===== config.mk =====
export PLATFORM = sky130hd
export DESIGN_NAME = bias_accum_stage
export DESIGN_NICKNAME = d
export VERILOG_FILES = /design/src/rtl/bias_accum_pkg.sv /design/src/rtl/bias_accum_lane.sv /design/src/rtl/bias_accum_stage.sv
export SDC_FILE = /design/constraint.sdc
export NUM_CORES = 2
export LEC_CHECK = 0
export ABC_AREA = 1
export CAP_MARGIN = 10
export CORE_UTILIZATION = 43
export CTS_CLUSTER_DIAMETER = 100
export DETAILED_ROUTE_END_ITERATION = 12
export SLEW_MARGIN = 25
export SYNTH_ARGS = -nofsm -noshare
export SYNTH_HDL_FRONTEND = slang
export SYNTH_SLANG_ARGS = --single-unit

===== constraint.sdc =====
create_clock -name clk -period 30.3 [get_ports clk]
set_input_delay 9.09 -clock clk [delete_from_list [all_inputs] [get_ports clk]]
set_output_delay 9.09 -clock clk [all_outputs]
set_load 0.02 [all_outputs]

===== src/rtl/bias_accum_pkg.sv =====
// -----------------------------------------------------------------------------
// bias_accum_pkg
// Shared definitions for the bias/accumulate output stage:
//   - DATA_W           : signed width of partials, bias and results (18)
//   - lane_lsb()       : bit offset of a lane inside a packed lane vector
//   - sat_to_dataw()   : clamp a wide signed sum to DATA_W, with a flag
//   - state_t          : stage FSM states (ACCUM / FINAL / HOLD)
// -----------------------------------------------------------------------------
package bias_accum_pkg;

    localparam int DATA_W   = 18;
    // Width at which sums are handed to the saturation helper; any
    // accumulator width up to SAT_IN_W-1 can be clamped by sign extension.
    localparam int SAT_IN_W = 64;

    localparam logic signed [SAT_IN_W-1:0] SAT_MAX = (64'sd1 <<< (DATA_W - 1)) - 64'sd1;
    localparam logic signed [SAT_IN_W-1:0] SAT_MIN = -SAT_MAX - 64'sd1;

    typedef enum logic [1:0] {
        ST_ACCUM = 2'd0,
        ST_FINAL = 2'd1,
        ST_HOLD  = 2'd2
    } state_t;

    typedef struct packed {
        logic [DATA_W-1:0] value;
        logic              sat;
    } sat_res_t;

    // Bit offset of lane 'lane' in a vector packed as lane i at
    // [DATA_W*(i+1)-1 : DATA_W*i].
    function automatic int lane_lsb(input int lane);
        return lane * DATA_W;
    endfunction

    // Clamp a sign-extended sum into the DATA_W signed range.
    function automatic sat_res_t sat_to_dataw(input logic signed [SAT_IN_W-1:0] acc);
        sat_res_t r;
        if (acc > SAT_MAX) begin
            r.value = SAT_MAX[DATA_W-1:0];
            r.sat   = 1'b1;
        end else if (acc < SAT_MIN) begin
            r.value = SAT_MIN[DATA_W-1:0];
            r.sat   = 1'b1;
        end else begin
            r.value = acc[DATA_W-1:0];
            r.sat   = 1'b0;
        end
        return r;
    endfunction

endpackage


===== src/rtl/bias_accum_lane.sv =====
// -----------------------------------------------------------------------------
// bias_accum_lane
// One lane of the bias/accumulate stage: accumulator, bias add, clamp to
// DATA_W and (with BIAS_ACCUM_RELU_EN defined) ReLU on the clamped value.
// Ports:
//   clk, rst      : clock, asynchronous active-high reset
//   i_load        : accepted beat is the first of an output (acc = partial)
//   i_add         : accepted beat is a later one (acc += partial)
//   i_final       : register biased, saturated result this cycle
//   i_data        : signed partial sum for this lane
//   i_bias        : signed bias for this lane (only used when i_final)
//   o_data        : registered result, held between i_final strobes
//   o_sat         : registered flag, result was clamped
// Optional feature macro: BIAS_ACCUM_RELU_EN
// -----------------------------------------------------------------------------
module bias_accum_lane
    import bias_accum_pkg::*;
#(
    parameter int ACC_W = 24
) (
    input  logic              clk,
    input  logic              rst,
    input  logic              i_load,
    input  logic              i_add,
    input  logic              i_final,
    input  logic [DATA_W-1:0] i_data,
    input  logic [DATA_W-1:0] i_bias,
    output logic [DATA_W-1:0] o_data,
    output logic              o_sat
);

    logic [ACC_W-1:0]           r_acc;
    logic [DATA_W-1:0]          r_out;
    logic                       r_sat;
    logic [ACC_W-1:0]           w_data_ext;
    logic [ACC_W:0]             w_sum;
    logic signed [SAT_IN_W-1:0] w_sum_ext;
    sat_res_t                   w_sat;
    logic [DATA_W-1:0]          w_out_val;

    assign w_data_ext = {{(ACC_W - DATA_W){i_data[DATA_W-1]}}, i_data};

    // One extra bit so acc + bias can never wrap before clamping.
    assign w_sum     = {r_acc[ACC_W-1], r_acc}
                     + {{(ACC_W + 1 - DATA_W){i_bias[DATA_W-1]}}, i_bias};
    assign w_sum_ext = {{(SAT_IN_W - ACC_W - 1){w_sum[ACC_W]}}, w_sum};
    assign w_sat     = sat_to_dataw(w_sum_ext);

    // Post-saturation value; ReLU only alters the value, never the flag.
    always_comb begin
        w_out_val = w_sat.value;
`ifdef BIAS_ACCUM_RELU_EN
        if (w_sat.value[DATA_W-1]) begin
            w_out_val = {DATA_W{1'b0}};
        end else begin
            w_out_val = w_sat.value;
        end
`else
        w_out_val = w_sat.value;
`endif
    end

    // Accumulator: first beat loads, later beats add, otherwise hold.
    always_ff @(posedge clk or posedge rst) begin
        if (rst) begin
            r_acc <= {ACC_W{1'b0}};
        end else if (i_load) begin
            r_acc <= w_data_ext;
        end else if (i_add) begin
            r_acc <= r_acc + w_data_ext;
        end else begin
            r_acc <= r_acc;
        end
    end

    // Result registers: written only in FINAL so they stay stable in HOLD.
    always_ff @(posedge clk or posedge rst) begin
        if (rst) begin
            r_out <= {DATA_W{1'b0}};
            r_sat <= 1'b0;
        end else if (i_final) begin
            r_out <= w_out_val;
            r_sat <= w_sat.sat;
        end else begin
            r_out <= r_out;
            r_sat <= r_sat;
        end
    end

    assign o_data = r_out;
    assign o_sat  = r_sat;

endmodule


===== src/rtl/bias_accum_stage.sv =====
// -----------------------------------------------------------------------------
// bias_accum_stage
// Accumulates N_PARTIAL partial-sum beats per output for N_adder_tree lanes,
// adds the per-lane bias, clamps to DATA_W signed and hands the result on
// over a valid/ready handshake.
// Ports:
//   clk, rst   : clock, asynchronous active-high reset
//   in_valid   : partial-sum beat present
//   in_ready   : stage accepts a beat (registered, high only in ACCUM)
//   in_data    : lane i at [DATA_W*(i+1)-1:DATA_W*i], signed
//   bias       : per-lane bias, same packing, sampled only in FINAL
//   out_valid  : result held valid (registered)
//   out_ready  : downstream accepts
//   out_data   : biased, saturated result, same packing
//   out_sat    : per-lane clamp flag for the current result
// Optional feature macro: BIAS_ACCUM_RELU_EN (negative results forced to 0)
// -----------------------------------------------------------------------------
module bias_accum_stage
    import bias_accum_pkg::*;
#(
    parameter int N_adder_tree = 16,
    parameter int N_PARTIAL    = 9,
    parameter int ACC_W        = 24
) (
    input  logic                           clk,
    input  logic                           rst,
    input  logic                           in_valid,
    output logic                           in_ready,
    input  logic [N_adder_tree*DATA_W-1:0] in_data,
    input  logic [N_adder_tree*DATA_W-1:0] bias,
    output logic                           out_valid,
    input  logic                           out_ready,
    output logic [N_adder_tree*DATA_W-1:0] out_data,
    output logic [N_adder_tree-1:0]        out_sat
);

    localparam int CNT_W = (N_PARTIAL > 1) ? $clog2(N_PARTIAL) : 1;
    localparam logic [CNT_W-1:0] CNT_ZERO = CNT_W'(0);
    localparam logic [CNT_W-1:0] CNT_ONE  = CNT_W'(1);
    localparam logic [CNT_W-1:0] CNT_LAST = CNT_W'(N_PARTIAL - 1);

    generate
        if (ACC_W < DATA_W + $clog2(N_PARTIAL + 1)) begin : g_bad_acc_w
            $error("bias_accum_stage: ACC_W too small for N_PARTIAL");
        end
        if (N_PARTIAL < 1 || N_PARTIAL > 64) begin : g_bad_n_partial
            $error("bias_accum_stage: N_PARTIAL must be 1..64");
        end
    endgenerate

    state_t           r_state;
    logic [CNT_W-1:0] r_cnt;
    logic             r_in_ready;
    logic             r_out_valid;
    logic             w_beat_xfer;
    logic             w_first_beat;
    logic             w_load;
    logic             w_add;
    logic             w_final;

    // in_ready is high exactly in ACCUM, so a transfer implies ACCUM.
    assign w_beat_xfer  = in_valid & r_in_ready;
    assign w_first_beat = (r_cnt == CNT_ZERO);
    assign w_load       = w_beat_xfer & w_first_beat;
    assign w_add        = w_beat_xfer & ~w_first_beat;
    assign w_final      = (r_state == ST_FINAL);

    // Stage FSM: beat counting, state sequencing and registered handshakes.
    always_ff @(posedge clk or posedge rst) begin
        if (rst) begin
            r_state     <= ST_ACCUM;
            r_cnt       <= CNT_ZERO;
            r_in_ready  <= 1'b1;
            r_out_valid <= 1'b0;
        end else begin
            case (r_state)
                ST_ACCUM: begin
                    if (w_beat_xfer) begin
                        if (r_cnt == CNT_LAST) begin
                            r_cnt      <= CNT_ZERO;
                            r_in_ready <= 1'b0;
                            r_state    <= ST_FINAL;
                        end else begin
                            r_cnt <= r_cnt + CNT_ONE;
                        end
                    end
                end
                ST_FINAL: begin
                    r_out_valid <= 1'b1;
                    r_state     <= ST_HOLD;
                end
                ST_HOLD: begin
                    // Re-open the input only on the cycle after the result
                    // leaves; the single bubble keeps in_ready registered.
                    if (out_ready) begin
                        r_out_valid <= 1'b0;
                        r_in_ready  <= 1'b1;
                        r_state     <= ST_ACCUM;
                    end
                end
                default: begin
                    r_state     <= ST_ACCUM;
                    r_cnt       <= CNT_ZERO;
                    r_in_ready  <= 1'b1;
                    r_out_valid <= 1'b0;
                end
            endcase
        end
    end

    genvar g;
    generate
        for (g = 0; g < N_adder_tree; g = g + 1) begin : g_lane
            bias_accum_lane #(
                .ACC_W (ACC_W)
            ) u_lane (
                .clk     (clk),
                .rst     (rst),
                .i_load  (w_load),
                .i_add   (w_add),
                .i_final (w_final),
                .i_data  (in_data[lane_lsb(g) +: DATA_W]),
                .i_bias  (bias[lane_lsb(g) +: DATA_W]),
                .o_data  (out_data[lane_lsb(g) +: DATA_W]),
                .o_sat   (out_sat[g])
            );
        end
    endgenerate

    assign in_ready  = r_in_ready;
    assign out_valid = r_out_valid;

endmodule


==> summary.txt <==
Route
  • Remaining routing DRC violations: 0
  • Final routed wirelength across all metal layers: approximately 290,000 µm
  • Drt first pass iters: 6
  • Number of nets with antenna violations after detailed routing: 0
  • DR vias: 82,109
  • Vias per cell: 5.38
  • Violation count after the first detailed-routing iteration: 5,904
  • Average wire per standard cell: 18.9 µm

Power and ir drop
  • Overall power after layout: 0.0108 W
  • Clock power share: 0.114
  • LEAKAGE: 45.8 nW
  • Worst supply voltage drop on vdd: 0.0604 mV
  • Net Sw Power: 0.00590 W
  • Cell-internal power: 0.00494 W
  • Combinational group share of total power: 0.714
  • Sw frac: 0.544
  • Power per unit of standard cell area: 120 mW/mm²
  • Share of total power in sequential cells: 0.172

Setup path
  • Launch point of the worst reg-to-reg path: in_ready
  • Arrival time reported for the critical path endpoint: 13,700 ps
  • Top fanout value on the critical path: 99
  • Start point of the critical path: in_valid
  • Critical path endpoint category: register
  • R2R cell count: 7
  • Setup slack, reg-to-reg: 25,460 ps
  • Worst Path Class, Setup: in2reg
  • Nature of the critical path startpoint: primary input
  • R2R Path End: g_lane[3].u_lane.r_acc[22]
  • Required time worst endpoint: ~31,000 ps

GRT
  • Global-route usage over all layers: 0.312
  • Congestion Overflow GR: 0
  • Maximum number of pins on one net before global-route repair: 220
  • Global-route wire length before repair: 443,000 µm
  • Number of global-route vias before repair: 78,578
  • Initial antenna violation count: 120

Yosys
  • Adder-Cell Fraction of Synth Area: 0.133
  • Syn. warnings: 0
  • Share of cell area taken by muxes after synthesis: 0
  • Leading cell type by number of instances after synthesis: sky130_fd_sc_hd__nand2_1
  • Synth top area share: 0.229
  • Post-synth top flop: sky130_fd_sc_hd__dfrtp_1
  • Basic-gate share of the synthesized area counting and, or, nand and nor cells: 0.358
  • Library cell with the largest summed area after synthesis: sky130_fd_sc_hd__dfrtp_1
  • Number of synthesized flops with an enable pin: 0
  • XOR/XNOR Fraction of Synth Area: 0.0458
  • Post-synth ARST share: 1.00
  • Number of flip-flops and latches in the synthesized netlist: 696
  • Combinational family with the most area after synthesis: simple AND/OR/NAND/NOR gates
  • Sequential area share after synthesis: 0.229
  • Area of the mapped netlist: 0.0760 mm²
  • Commonest cells in the netlist: sky130_fd_sc_hd__nand2_1, sky130_fd_sc_hd__inv_1, sky130_fd_sc_hd__a21oi_1, sky130_fd_sc_hd__nor2_1, sky130_fd_sc_hd__ha_1
  • Largest cells by area after synthesis: sky130_fd_sc_hd__dfrtp_1, sky130_fd_sc_hd__nand2_1, sky130_fd_sc_hd__ha_1
  • Post-synth cell types: 61
  • Average instance area after synthesis: ~6.3 µm²
  • Area fraction in compound gates after synthesis: 0.156
  • Post-synthesis instance total: 12,050
  • Net count after synthesis: about 13,000

Die
  • Die Area: 0.178 mm²
  • DIE HEIGHT: ~420 µm
  • Starting density of the core: 0.435
  • Count of boundary I/O pins: 886
  • X dimension of the die: 422 µm
  • FP Rows: about 150
  • Core area: 0.175 mm²

Timing
  • Final Hold Violating Endpoints: 0
  • Period utilisation layout: 0.431
  • Slew margin rel.: 0.257
  • Slew Viols, Final: 0
  • Final setup vio count: 0
  • Least-Margin Pin Slew: 1110 ps
  • Maximum clock rate: 0.0765 GHz
  • Summed negative setup slack over all endpoints: 0 ps
  • Clock period minus worst slack: 13,060 ps
  • Setup repair after global routing missed its margin: false
  • Clock tree skew after final layout: 23.1 ps

Placement
  • I/O Buffers: 885
  • Gpl congestion: about 1.0
  • Post-detailed-placement half-perimeter wirelength: 231,000 µm

Run status
  • Status: finished, final reports clean

CTS
  • Clock tree root buffer cell: sky130_fd_sc_hd__clkbuf_16
  • Clock Sinks: 696
  • Number of buffers on the longest clock path: 3
  • Number of CTS-inserted buffers: 94
  • Clock insertion delay at the later pin of the skew report: 730 ps
  • Total of cells resized after clock tree synthesis: 0
  • CTS H-Tree Depth: 3
  • Setup Buffers After CTS: 0
  • CTS tree: built
  • Post-cts hold buffer count: 0
  • Clock transition at the registers of the reported paths: 60 ps

Final layout
  • Net total in the final layout: 14,168
  • Fraction of layout instances using a drive strength above 1: 0.0396
  • Area delta synth->final: 18.9%

Hold path
  • Capture endpoint of the worst hold path: g_lane[3].u_lane.o_data[15]
  • Startpoint of the worst hold path: g_lane[3].u_lane.o_data[15]
  • Hold/Removal Path Class: reg2reg
  • Hold Path Cell Cnt: 2

Job
  • Max Cap Viol: 0
==> critical path: stages <==
cell and delay, ps:
sky130_fd_sc_hd__clkdlybuf4s50_1 500, sky130_fd_sc_hd__nand2_4 360, sky130_fd_sc_hd__inv_8 610, sky130_fd_sc_hd__nand3_4 660
sky130_fd_sc_hd__inv_8 640, sky130_fd_sc_hd__buf_4 860, sky130_fd_sc_hd__a21oi_1 390, sky130_fd_sc_hd__a21oi_1 260
==> per-stage QoR <==
step           utilization  hold slack (ps)  setup slack [ps]  cells  area (µm²)
4_1_cts              0.516              480             17420  15196       90100
5_1_grt              0.517              496             17100  15271       90300
6_report             0.517              474             17240  15275       90300
3_5_place_dp         0.497              464             16640  15027       86800
2_1_floorplan            -              450              1690  12050       76000
3_3_place_gp         0.497              460             16670  15027       86800
==> metal layers <==
layer / vias up / wire length [µm] / GRT usage
li1: 41271 / - / -
met1: 38043 / 122000 / 0.382
met2: 2185 / 135000 / 0.517
met3: 572 / 14300 / 0.0430
met4: 38 / 16600 / 0.189
met5: - / 237 / 0
==> power groups by stage <==
stage          Sequential (W)  Combinational (W)  Clock [W]
5_1_grt               0.00192            0.00870    0.00129
6_report              0.00187            0.00773    0.00123
4_1_cts               0.00187            0.00769    0.00126
3_5_place_dp          0.00187            0.00764          0
3_3_place_gp          0.00186            0.00757          0
2_1_floorplan         0.00192            0.00543          0
==> layout by cell type (no fill, tap or decap), types with 17 or more instances in the layout <==
cell,instances
sky130_fd_sc_hd__fa_1,32
sky130_fd_sc_hd__clkdlybuf4s50_1,885
sky130_fd_sc_hd__a21boi_0,31
sky130_fd_sc_hd__nand4_1,199
sky130_fd_sc_hd__o211ai_1,130
sky130_fd_sc_hd__nand3b_1,23
sky130_fd_sc_hd__inv_1,1200
sky130_fd_sc_hd__a211oi_1,17
sky130_fd_sc_hd__nand2_1,4179
sky130_fd_sc_hd__a21oi_1,1077
sky130_fd_sc_hd__and2_1,19
sky130_fd_sc_hd__xnor2_1,145
sky130_fd_sc_hd__a21o_1,37
sky130_fd_sc_hd__ha_1,756
sky130_fd_sc_hd__or2_2,112
sky130_fd_sc_hd__clkbuf_8,17
sky130_fd_sc_hd__nor4_1,19
sky130_fd_sc_hd__o21bai_1,122
sky130_fd_sc_hd__o21ai_0,533
sky130_fd_sc_hd__o31ai_1,18
sky130_fd_sc_hd__dfrtp_1,695
sky130_fd_sc_hd__xor2_1,247
sky130_fd_sc_hd__a31oi_1,69
sky130_fd_sc_hd__inv_2,26
sky130_fd_sc_hd__diode_2,78
sky130_fd_sc_hd__a21oi_2,43
sky130_fd_sc_hd__nand3_1,645
sky130_fd_sc_hd__buf_4,19
sky130_fd_sc_hd__nor2_2,26
sky130_fd_sc_hd__clkbuf_16,97
sky130_fd_sc_hd__nand2_2,54
sky130_fd_sc_hd__nor3_1,149
sky130_fd_sc_hd__nor2_1,1055
==> layout make-up <==
type	instances	area, µm²
Clock buffer	128	2710
Clock inverter	41	596
Inverter	1234	4660
Multi-Input combinational cell	9862	52700
Sequential cell	696	17400
Tap cell	2325	2910
Timing Repair Buffer	911	9140
Antenna cell	78	195
Fill cell	17963	84200
==> cell families (layout without fill, tap and decap cells) <==
family | Yosys count | after routing
AO/OA/AOI/OAI | 2116 | 2116
XOR/XNOR | 395 | 395
adder cells (fa/ha/maj) | 789 | 789
buffers and inverters | 1492 | 2314
flip-flops | 696 | 696
other | 0 | 78
AND/OR/NAND/NOR | 6562 | 6562
==> sequential cells by signal (all words and copies together) (netlist names) <==
name	flops
r_cnt	4
out_valid	1
g_lane.u_lane.r_acc	384
in_ready	1
g_lane.u_lane.o_sat	16
g_lane.u_lane.o_data	288
r_state	2
==> worst max-delay path by stage <==
stage / endpoint
after floorplan: g_lane[0].u_lane.o_data[0]
after global placement: g_lane[3].u_lane.r_acc[22]
after detailed placement: g_lane[3].u_lane.r_acc[22]
after CTS: g_lane[3].u_lane.r_acc[22]
after global routing: g_lane[3].u_lane.r_acc[22]
final: g_lane[3].u_lane.r_acc[22]
(Power assumes the default switching activity.)
